**config.mk**
```make
export PLATFORM = sky130hd
export DESIGN_NAME = write_back_flat
export DESIGN_NICKNAME = d
export VERILOG_FILES = /design/src/rtl/write_back_pkg.sv /design/src/rtl/write_back_if.sv /design/src/rtl/write_back_reg_file.sv /design/src/rtl/write_back.sv /design/src/flat_wrapper.sv
export SDC_FILE = /design/constraint.sdc
export NUM_CORES = 2
export LEC_CHECK = 0
export BUFFER_PORTS_ARGS = -buffer_cell sky130_fd_sc_hd__buf_2
export CORE_ASPECT_RATIO = 0.5
export CORE_MARGIN = 2
export CORE_UTILIZATION = 60
export DETAILED_ROUTE_END_ITERATION = 10
export GPL_TIMING_DRIVEN = 0
export PLACE_DENSITY = 0.75
export SLEW_MARGIN = 20
export SYNTH_ARGS = -nofsm -noshare
export SYNTH_HDL_FRONTEND = slang
export SYNTH_HIERARCHICAL = 1
export SYNTH_SLANG_ARGS = --single-unit
export TNS_END_PERCENT = 50
```
**constraint.sdc**
```tcl
create_clock -name clk -period 38 [get_ports clk]
set_clock_uncertainty 0.05 [all_clocks]
set_input_delay 1.9 -clock clk [delete_from_list [all_inputs] [get_ports clk]]
set_output_delay 1.9 -clock clk [all_outputs]
set_load 0.01 [all_outputs]
```
**src/rtl/write_back_pkg.sv**
```systemverilog
// Shared widths, wselector bit positions and PC helper for the write-back stage.
package write_back_pkg;

  localparam int unsigned XLEN       = 32;
  localparam int unsigned REG_ADDR_W = 5;
  localparam int unsigned NUM_REGS   = 1 << REG_ADDR_W;
  localparam int unsigned WSEL_W     = 3;

  localparam int unsigned WS_PC    = 2;
  localparam int unsigned WS_REG   = 1;
  localparam int unsigned WS_FLOAT = 0;

  // Branch targets are forced to word alignment.
  function automatic logic [XLEN-1:0] align_pc(input logic [XLEN-1:0] pc);
    return {pc[XLEN-1:2], 2'b00};
  endfunction

endpackage

```
**src/rtl/write_back_if.sv**
```systemverilog
// Execute/decode/fetch-facing signal bundle of the write-back stage.
interface write_back_if;
  import write_back_pkg::*;

  logic                  done;
  logic [WSEL_W-1:0]     wselector;
  logic [XLEN-1:0]       data;
  logic [REG_ADDR_W-1:0] rd;
  logic [XLEN-1:0]       pc_in;
  logic                  stall_enable;
  logic [REG_ADDR_W-1:0] rs_no;
  logic [REG_ADDR_W-1:0] rt_no;
  logic                  fmode;
  logic [XLEN-1:0]       rs_data;
  logic [XLEN-1:0]       rt_data;
  logic                  fetch_enable;
  logic [XLEN-1:0]       fetch_pc;
  logic [XLEN-1:0]       instret;

  modport master (
    output done, wselector, data, rd, pc_in, stall_enable, rs_no, rt_no, fmode,
    input  rs_data, rt_data, fetch_enable, fetch_pc, instret
  );

  modport slave (
    input  done, wselector, data, rd, pc_in, stall_enable, rs_no, rt_no, fmode,
    output rs_data, rt_data, fetch_enable, fetch_pc, instret
  );

endinterface

```
**src/rtl/write_back_reg_file.sv**
```systemverilog
// 32x32 register file: two combinational read ports, one synchronous write port,
// asynchronous clear.
module reg_file
  import write_back_pkg::*;
(
  input  logic                  clk,
  input  logic                  rst,
  input  logic                  we,
  input  logic [REG_ADDR_W-1:0] waddr,
  input  logic [XLEN-1:0]       wdata,
  input  logic [REG_ADDR_W-1:0] raddr_a,
  input  logic [REG_ADDR_W-1:0] raddr_b,
  output logic [XLEN-1:0]       rdata_a,
  output logic [XLEN-1:0]       rdata_b
);

  logic [XLEN-1:0] mem_q [NUM_REGS];
  logic [XLEN-1:0] mem_d [NUM_REGS];

  always_comb begin
    // NOTE: copy every entry first so the conditional write cannot infer a latch.
    mem_d = mem_q;
    if (we) mem_d[waddr] = wdata;
  end

  always_ff @(posedge clk or posedge rst) begin
    if (rst) begin
      // NOTE: the storage itself is cleared on reset because reads must return 0
      // afterwards; this keeps the array in flops rather than a RAM macro.
      for (int i = 0; i < NUM_REGS; i++) mem_q[i] <= '0;
    end else begin
      // NOTE: non-blocking so every flop samples pre-edge values.
      mem_q <= mem_d;
    end
  end

  assign rdata_a = mem_q[raddr_a];
  assign rdata_b = mem_q[raddr_b];

endmodule

```
**src/rtl/write_back.sv**
```systemverilog
// Write-back and PC-sequencing stage: commits execute results, sequences the
// next fetch PC, counts retired instructions and serves decode reads with bypass.
module write_back
  import write_back_pkg::*;
#(
  parameter logic [XLEN-1:0] RESET_PC = 32'h0000_0000
) (
  input  logic     clk,
  input  logic     rst,
  write_back_if.slave wb
);

  logic            boot_q,     boot_d;
  logic            fetch_en_q, fetch_en_d;
  logic [XLEN-1:0] fetch_pc_q, fetch_pc_d;
  logic [XLEN-1:0] instret_q,  instret_d;

  logic            commit;
  logic            reg_we;
  logic            int_we;
  logic            fp_we;
  logic [XLEN-1:0] int_rs, int_rt, fp_rs, fp_rt;
  logic            unused_pc_low;

  // The boot cycle swallows done, so nothing commits or bypasses in it.
  assign commit = wb.done && !boot_q && !wb.stall_enable;
  assign reg_we = commit && wb.wselector[WS_REG] && (wb.rd != '0);
  assign int_we = reg_we && !wb.wselector[WS_FLOAT];
  assign fp_we  = reg_we &&  wb.wselector[WS_FLOAT];
  assign unused_pc_low = ^wb.pc_in[1:0];

  reg_file u_int_rf (
    .clk     (clk),
    .rst     (rst),
    .we      (int_we),
    .waddr   (wb.rd),
    .wdata   (wb.data),
    .raddr_a (wb.rs_no),
    .raddr_b (wb.rt_no),
    .rdata_a (int_rs),
    .rdata_b (int_rt)
  );

  reg_file u_fp_rf (
    .clk     (clk),
    .rst     (rst),
    .we      (fp_we),
    .waddr   (wb.rd),
    .wdata   (wb.data),
    .raddr_a (wb.rs_no),
    .raddr_b (wb.rt_no),
    .rdata_a (fp_rs),
    .rdata_b (fp_rt)
  );

  function automatic logic [XLEN-1:0] read_port(
    input logic [REG_ADDR_W-1:0] addr,
    input logic [XLEN-1:0]       int_val,
    input logic [XLEN-1:0]       fp_val
  );
    if (addr == '0) return '0;
    if (reg_we && (wb.wselector[WS_FLOAT] == wb.fmode) && (addr == wb.rd)) return wb.data;
    return wb.fmode ? fp_val : int_val;
  endfunction

  assign wb.rs_data = read_port(wb.rs_no, int_rs, fp_rs);
  assign wb.rt_data = read_port(wb.rt_no, int_rt, fp_rt);

  always_comb begin
    boot_d     = 1'b0;
    fetch_en_d = 1'b0;
    fetch_pc_d = fetch_pc_q;
    instret_d  = instret_q;
    if (boot_q) begin
      fetch_en_d = 1'b1;
      fetch_pc_d = RESET_PC;
    end else if (wb.done) begin
      fetch_en_d = 1'b1;
      if (wb.stall_enable) begin
        fetch_pc_d = align_pc(wb.pc_in);
      end else begin
        fetch_pc_d = wb.wselector[WS_PC] ? align_pc(wb.pc_in) : fetch_pc_q + 32'd4;
        instret_d  = instret_q + 32'd1;
      end
    end
  end

  always_ff @(posedge clk or posedge rst) begin
    if (rst) begin
      boot_q     <= 1'b1;
      fetch_en_q <= 1'b0;
      fetch_pc_q <= RESET_PC;
      instret_q  <= '0;
    end else begin
      boot_q     <= boot_d;
      fetch_en_q <= fetch_en_d;
      fetch_pc_q <= fetch_pc_d;
      instret_q  <= instret_d;
    end
  end

  assign wb.fetch_enable = fetch_en_q;
  assign wb.fetch_pc     = fetch_pc_q;
  assign wb.instret      = instret_q;

endmodule

```
**src/flat_wrapper.sv**
```systemverilog
// flat-port wrapper written by rule: the top's interface ports become plain ports
module write_back_flat import write_back_pkg::*;
#(
  parameter logic [XLEN-1:0] RESET_PC = 32'h0000_0000
)
  (clk, rst, wb_done, wb_wselector, wb_data, wb_rd, wb_pc_in, wb_stall_enable, wb_rs_no, wb_rt_no, wb_fmode, wb_rs_data, wb_rt_data, wb_fetch_enable, wb_fetch_pc, wb_instret);
  write_back_if wb_i ();
  input  logic clk;
  input  logic rst;
  input wire logic [$bits(wb_i.done)-1:0] wb_done;
  input wire logic [$bits(wb_i.wselector)-1:0] wb_wselector;
  input wire logic [$bits(wb_i.data)-1:0] wb_data;
  input wire logic [$bits(wb_i.rd)-1:0] wb_rd;
  input wire logic [$bits(wb_i.pc_in)-1:0] wb_pc_in;
  input wire logic [$bits(wb_i.stall_enable)-1:0] wb_stall_enable;
  input wire logic [$bits(wb_i.rs_no)-1:0] wb_rs_no;
  input wire logic [$bits(wb_i.rt_no)-1:0] wb_rt_no;
  input wire logic [$bits(wb_i.fmode)-1:0] wb_fmode;
  output wire logic [$bits(wb_i.rs_data)-1:0] wb_rs_data;
  output wire logic [$bits(wb_i.rt_data)-1:0] wb_rt_data;
  output wire logic [$bits(wb_i.fetch_enable)-1:0] wb_fetch_enable;
  output wire logic [$bits(wb_i.fetch_pc)-1:0] wb_fetch_pc;
  output wire logic [$bits(wb_i.instret)-1:0] wb_instret;
  assign wb_i.done = wb_done;
  assign wb_i.wselector = wb_wselector;
  assign wb_i.data = wb_data;
  assign wb_i.rd = wb_rd;
  assign wb_i.pc_in = wb_pc_in;
  assign wb_i.stall_enable = wb_stall_enable;
  assign wb_i.rs_no = wb_rs_no;
  assign wb_i.rt_no = wb_rt_no;
  assign wb_i.fmode = wb_fmode;
  assign wb_rs_data = wb_i.rs_data;
  assign wb_rt_data = wb_i.rt_data;
  assign wb_fetch_enable = wb_i.fetch_enable;
  assign wb_fetch_pc = wb_i.fetch_pc;
  assign wb_instret = wb_i.instret;
  write_back #(.RESET_PC(RESET_PC)) u_core (.clk(clk), .rst(rst), .wb(wb_i));
endmodule
```
==> impl_results.md <==
- Initial antenna violation count: 33
- Clock Tree Root: clkbuf_16
- Vias/cell: approximately 6.8
- CP max FO: 10
- Starting Density: approximately three fifths
- Crit path DAT: between 6 and 7 ns
- Pleak: 64.6 nW
- RSZ-0062 raised after global routing: false
- Die W: around 630 um
- Hold Path Stages: 1
- Max VDD drop: 37.7 uV
- Num rows: ~110
- Final hold slack: 0.416 ns
- GRT Resource Usage Total: 42.7%
- Vias: roughly 88k
- Hold Path Class: register to register
- Post-CTS Resized: 0
- Cell count after synthesis: 9841
- Setup Fix Bufs, Post-CTS: 0
- Worst R2R Path Depth: 7
- Vias in the first global route: ~86k
- Core Util, Final: 66.6%
- IO Pins: 216
- Final max-slew violation count: 0
- TritonCTS clock tree: built
- Iteration-0 DRC Markers: 11.5k
- Max clock buf depth: 4
- Placed Area: 123000 um^2
- Nets: 10.4k
- Worst-path clk slew: 0.07 ns
- Final hold vios: 0
- #FFs+latches synth: 2112
- ANT nets after route: 0
- Max Freq: roughly 0.12 GHz
- GPL Wtd Cong: 1.01
- Max-slew headroom: 10.9%
- Async set-reset flop share out of synthesis: 100%
- WP data required: ~36 ns
- First drt pass iteration count: 6
- Die Height: 317 um
- Largest net degree at the start of global routing: 107
- Share of cells above drive strength 1: 29.5%
- DPL Wire Length: 336 mm
- Seq/Total Area, Yosys: approximately 45%
- Cts hold-fix bufs: 0
- Fin crit share: 21.5%
- WS Path Type: input pin to primary output
- Grt total ovfl: 0
- Drt total wl: around 440 mm
- Core Area: 194000 um^2
- CP Capture Type: primary output
- # DRC: 0
- IO Port Bufs: 211
- Global-route wire length before repair: 616 mm
- Design Area, Final: 129000 um^2
- Later-pin clock latency in the skew report: just under 0.9 ns
- Number of synthesized flops with an enable pin: 0
- CTS Sinks: between 2k and 2.5k
- Synth warnings: 6
- Period minus WS final: approximately 8 ns
- Wirelength per Cell: about 34 um
- Worst Tran Pin Value: 1.33 ns
- Critical Path Source Type: input pin
- Overall Power: 5.10 mW
- Pwr Density: 39.5 nW/um^2
- Post-synth top flop: dfrtp_1
- Max Cap Viol: 0
- Area Growth Syn to Fin: 9.69%
- Die area: around 200000 um^2
- Final setup fails: 0
- TritonCTS buffer count: 200
- Outcome: finished, final reports clean
- Fillers: 15.2k
- H-tree depth: 4
- Netlist cell types: 66
- Synthesized cell area: about 120000 um^2
- Average cell area after synthesis: between 10 and 15 um^2
==> synth_stat cells (4+ instances only) <==
| library cell | number | share of area, % |
|---|---|---|
| o21ai_0 | 21 | 0.089 |
| and3_1 | 14 | 0.074 |
| nand2b_1 | 12 | 0.064 |
| or4_1 | 11 | 0.070 |
| o211ai_1 | 10 | 0.064 |
| nand3_1 | 413 | 1.8 |
| nor3b_2 | 6 | 0.064 |
| xnor2_1 | 29 | 0.22 |
| and4_1 | 7 | 0.052 |
| nor2_1 | 105 | 0.33 |
| nor2_4 | 32 | 0.31 |
| and2_1 | 9 | 0.048 |
| a22oi_1 | 392 | 2.5 |
| a21oi_1 | 400 | 1.7 |
| mux2i_1 | 2113 | 18 |
| inv_1 | 12 | 0.038 |
| a22o_1 | 258 | 1.9 |
| nand4_1 | 10 | 0.053 |
| mux2_1 | 74 | 0.71 |
| xor2_1 | 15 | 0.11 |
| nand3b_1 | 8 | 0.051 |
| buf_6 | 118 | 1.1 |
| buf_2 | 223 | 0.95 |
| o31ai_1 | 5 | 0.032 |
| nor2b_1 | 9 | 0.048 |
| a211oi_1 | 42 | 0.27 |
| clkbuf_1 | 407 | 1.3 |
| nand2_1 | 462 | 1.5 |
| or2_2 | 8 | 0.042 |
| a311oi_1 | 4 | 0.030 |
| a31oi_1 | 132 | 0.70 |
| a211oi_2 | 24 | 0.25 |
| nor3_1 | 139 | 0.59 |
| buf_1 | 58 | 0.18 |
| dfrtp_1 | 2111 | 45 |
| mux2_2 | 1975 | 19 |
| buf_4 | 130 | 0.83 |
==> sequential cells by signal, summed over array words and instances, names as in the netlist <==
signal and cells:
u_core/boot_q 1, u_core/wb.instret 32, u_core/wb.fetch_pc 30, u_core/u_int_rf/mem_q 1024, u_core/wb.fetch_enable 1, u_core/u_fp_rf/mem_q 1024
==> metal layers <==
metal  routed length (um)  up-vias  part of all wire (%)  track usage [%]
li1                     -    37202                     -                -
met1               180000    45397                    41             58.5
met2               186000     4772                    42             62.1
met3                48900     1051                    11             12.6
met4                23600       24                   5.4             20.8
met5                  267        -                 0.061            0.449
==> cells in the final DEF (no fill, tap or decap), types with 10 or more instances in the layout <==
| cell type | n |
|---|---|
| dfrtp_1 | 2111 |
| buf_16 | 22 |
| clkinv_2 | 32 |
| nor2_1 | 105 |
| o211ai_1 | 10 |
| buf_1 | 55 |
| o21ai_0 | 21 |
| clkbuf_2 | 19 |
| xor2_1 | 15 |
| xnor2_1 | 29 |
| bufinv_16 | 10 |
| nor3_1 | 139 |
| clkbuf_8 | 38 |
| nand4_1 | 10 |
| clkbuf_16 | 205 |
| nand2_1 | 462 |
| nor2_4 | 32 |
| buf_2 | 436 |
| or4_1 | 11 |
| diode_2 | 18 |
| a31oi_1 | 132 |
| a22o_1 | 258 |
| mux2_1 | 74 |
| a211oi_2 | 24 |
| a22oi_1 | 392 |
| buf_6 | 118 |
| and3_1 | 14 |
| mux2_2 | 1975 |
| clkbuf_1 | 441 |
| a211oi_1 | 42 |
| mux2i_1 | 2113 |
| nand3_1 | 413 |
| nand2b_1 | 12 |
| buf_4 | 130 |
| a21oi_1 | 400 |
==> worst max-delay path: stages <==
cell and delay [ns]:
buf_2 0.44, nor2b_1 0.13, buf_2 0.35, clkbuf_1 0.41, a22o_1 0.31, nor3_1 0.69
a31oi_1 0.20, nand3_1 0.23, mux2i_1 0.11, a211oi_1 1.12, buf_2 0.30
==> worst paths after layout <==
| kind | slack (ns) | end | from |
|---|---|---|---|
| max | 29.84 | wb_rs_data[18] | wb_rs_no[2] |
| min | 0.42 | u_core/wb.instret[31] | u_core/wb.instret[31] |
| max reg2reg | 33.54 | u_core/u_int_rf/mem_q[891] | u_core/boot_q |
| min reg2reg | 0.42 | u_core/wb.instret[31] | u_core/wb.instret[31] |
| max in group asynchronous | 34.70 | u_core/u_int_rf/mem_q[819] | rst |
| min in group asynchronous | 1.16 | u_core/u_fp_rf/mem_q[675] | rst |
==> cells by family after synthesis <==
family          count (synthesis)  synth area share, %
mux                          4162                 37.5
flops                        2112                 44.8
compound gates               1307                 7.69
simple gates                 1264                 5.18
buf+inv                       949                 4.43
xor+xnor                       44                0.327
fa+ha+maj                       2               0.0212
other cells                     1              0.00318
==> area by class of cell <==
type                    instances  area [um^2]  share of cell area [%]
diodes                         18         45.0                  0.0348
plain buffers                 937         5200                    4.02
clock buffers                 294         5840                    4.52
clock inverters                52          539                   0.417
inverters                      12         62.6                  0.0484
multi-input cells            6782        59800                    46.3
flip-flops and latches       2112        52900                    40.9
well taps                    2610         3270                    2.53
repair buffers                234         1680                    1.30
==> report_power, final <==
group / internal, mW / total [mW] / switching (mW)
sequential: 2.31 / 2.36 / 0.0524
combinational: 0.224 / 0.691 / 0.467
clock: 1.13 / 2.05 / 0.919
==> stage by stage <==
stage | instances | TNS (ns) | worst slack, ns
after floorplan | 9843 | 0 | 7.23
after global placement | 12664 | -8216.74 | -4.20
after detailed placement | 12687 | 0 | 30.29
after CTS | 13033 | 0 | 30.27
after global routing | 13039 | 0 | 30.04
final | 13051 | 0 | 29.84
No activity file was read; power rests on OpenSTA's default activity.
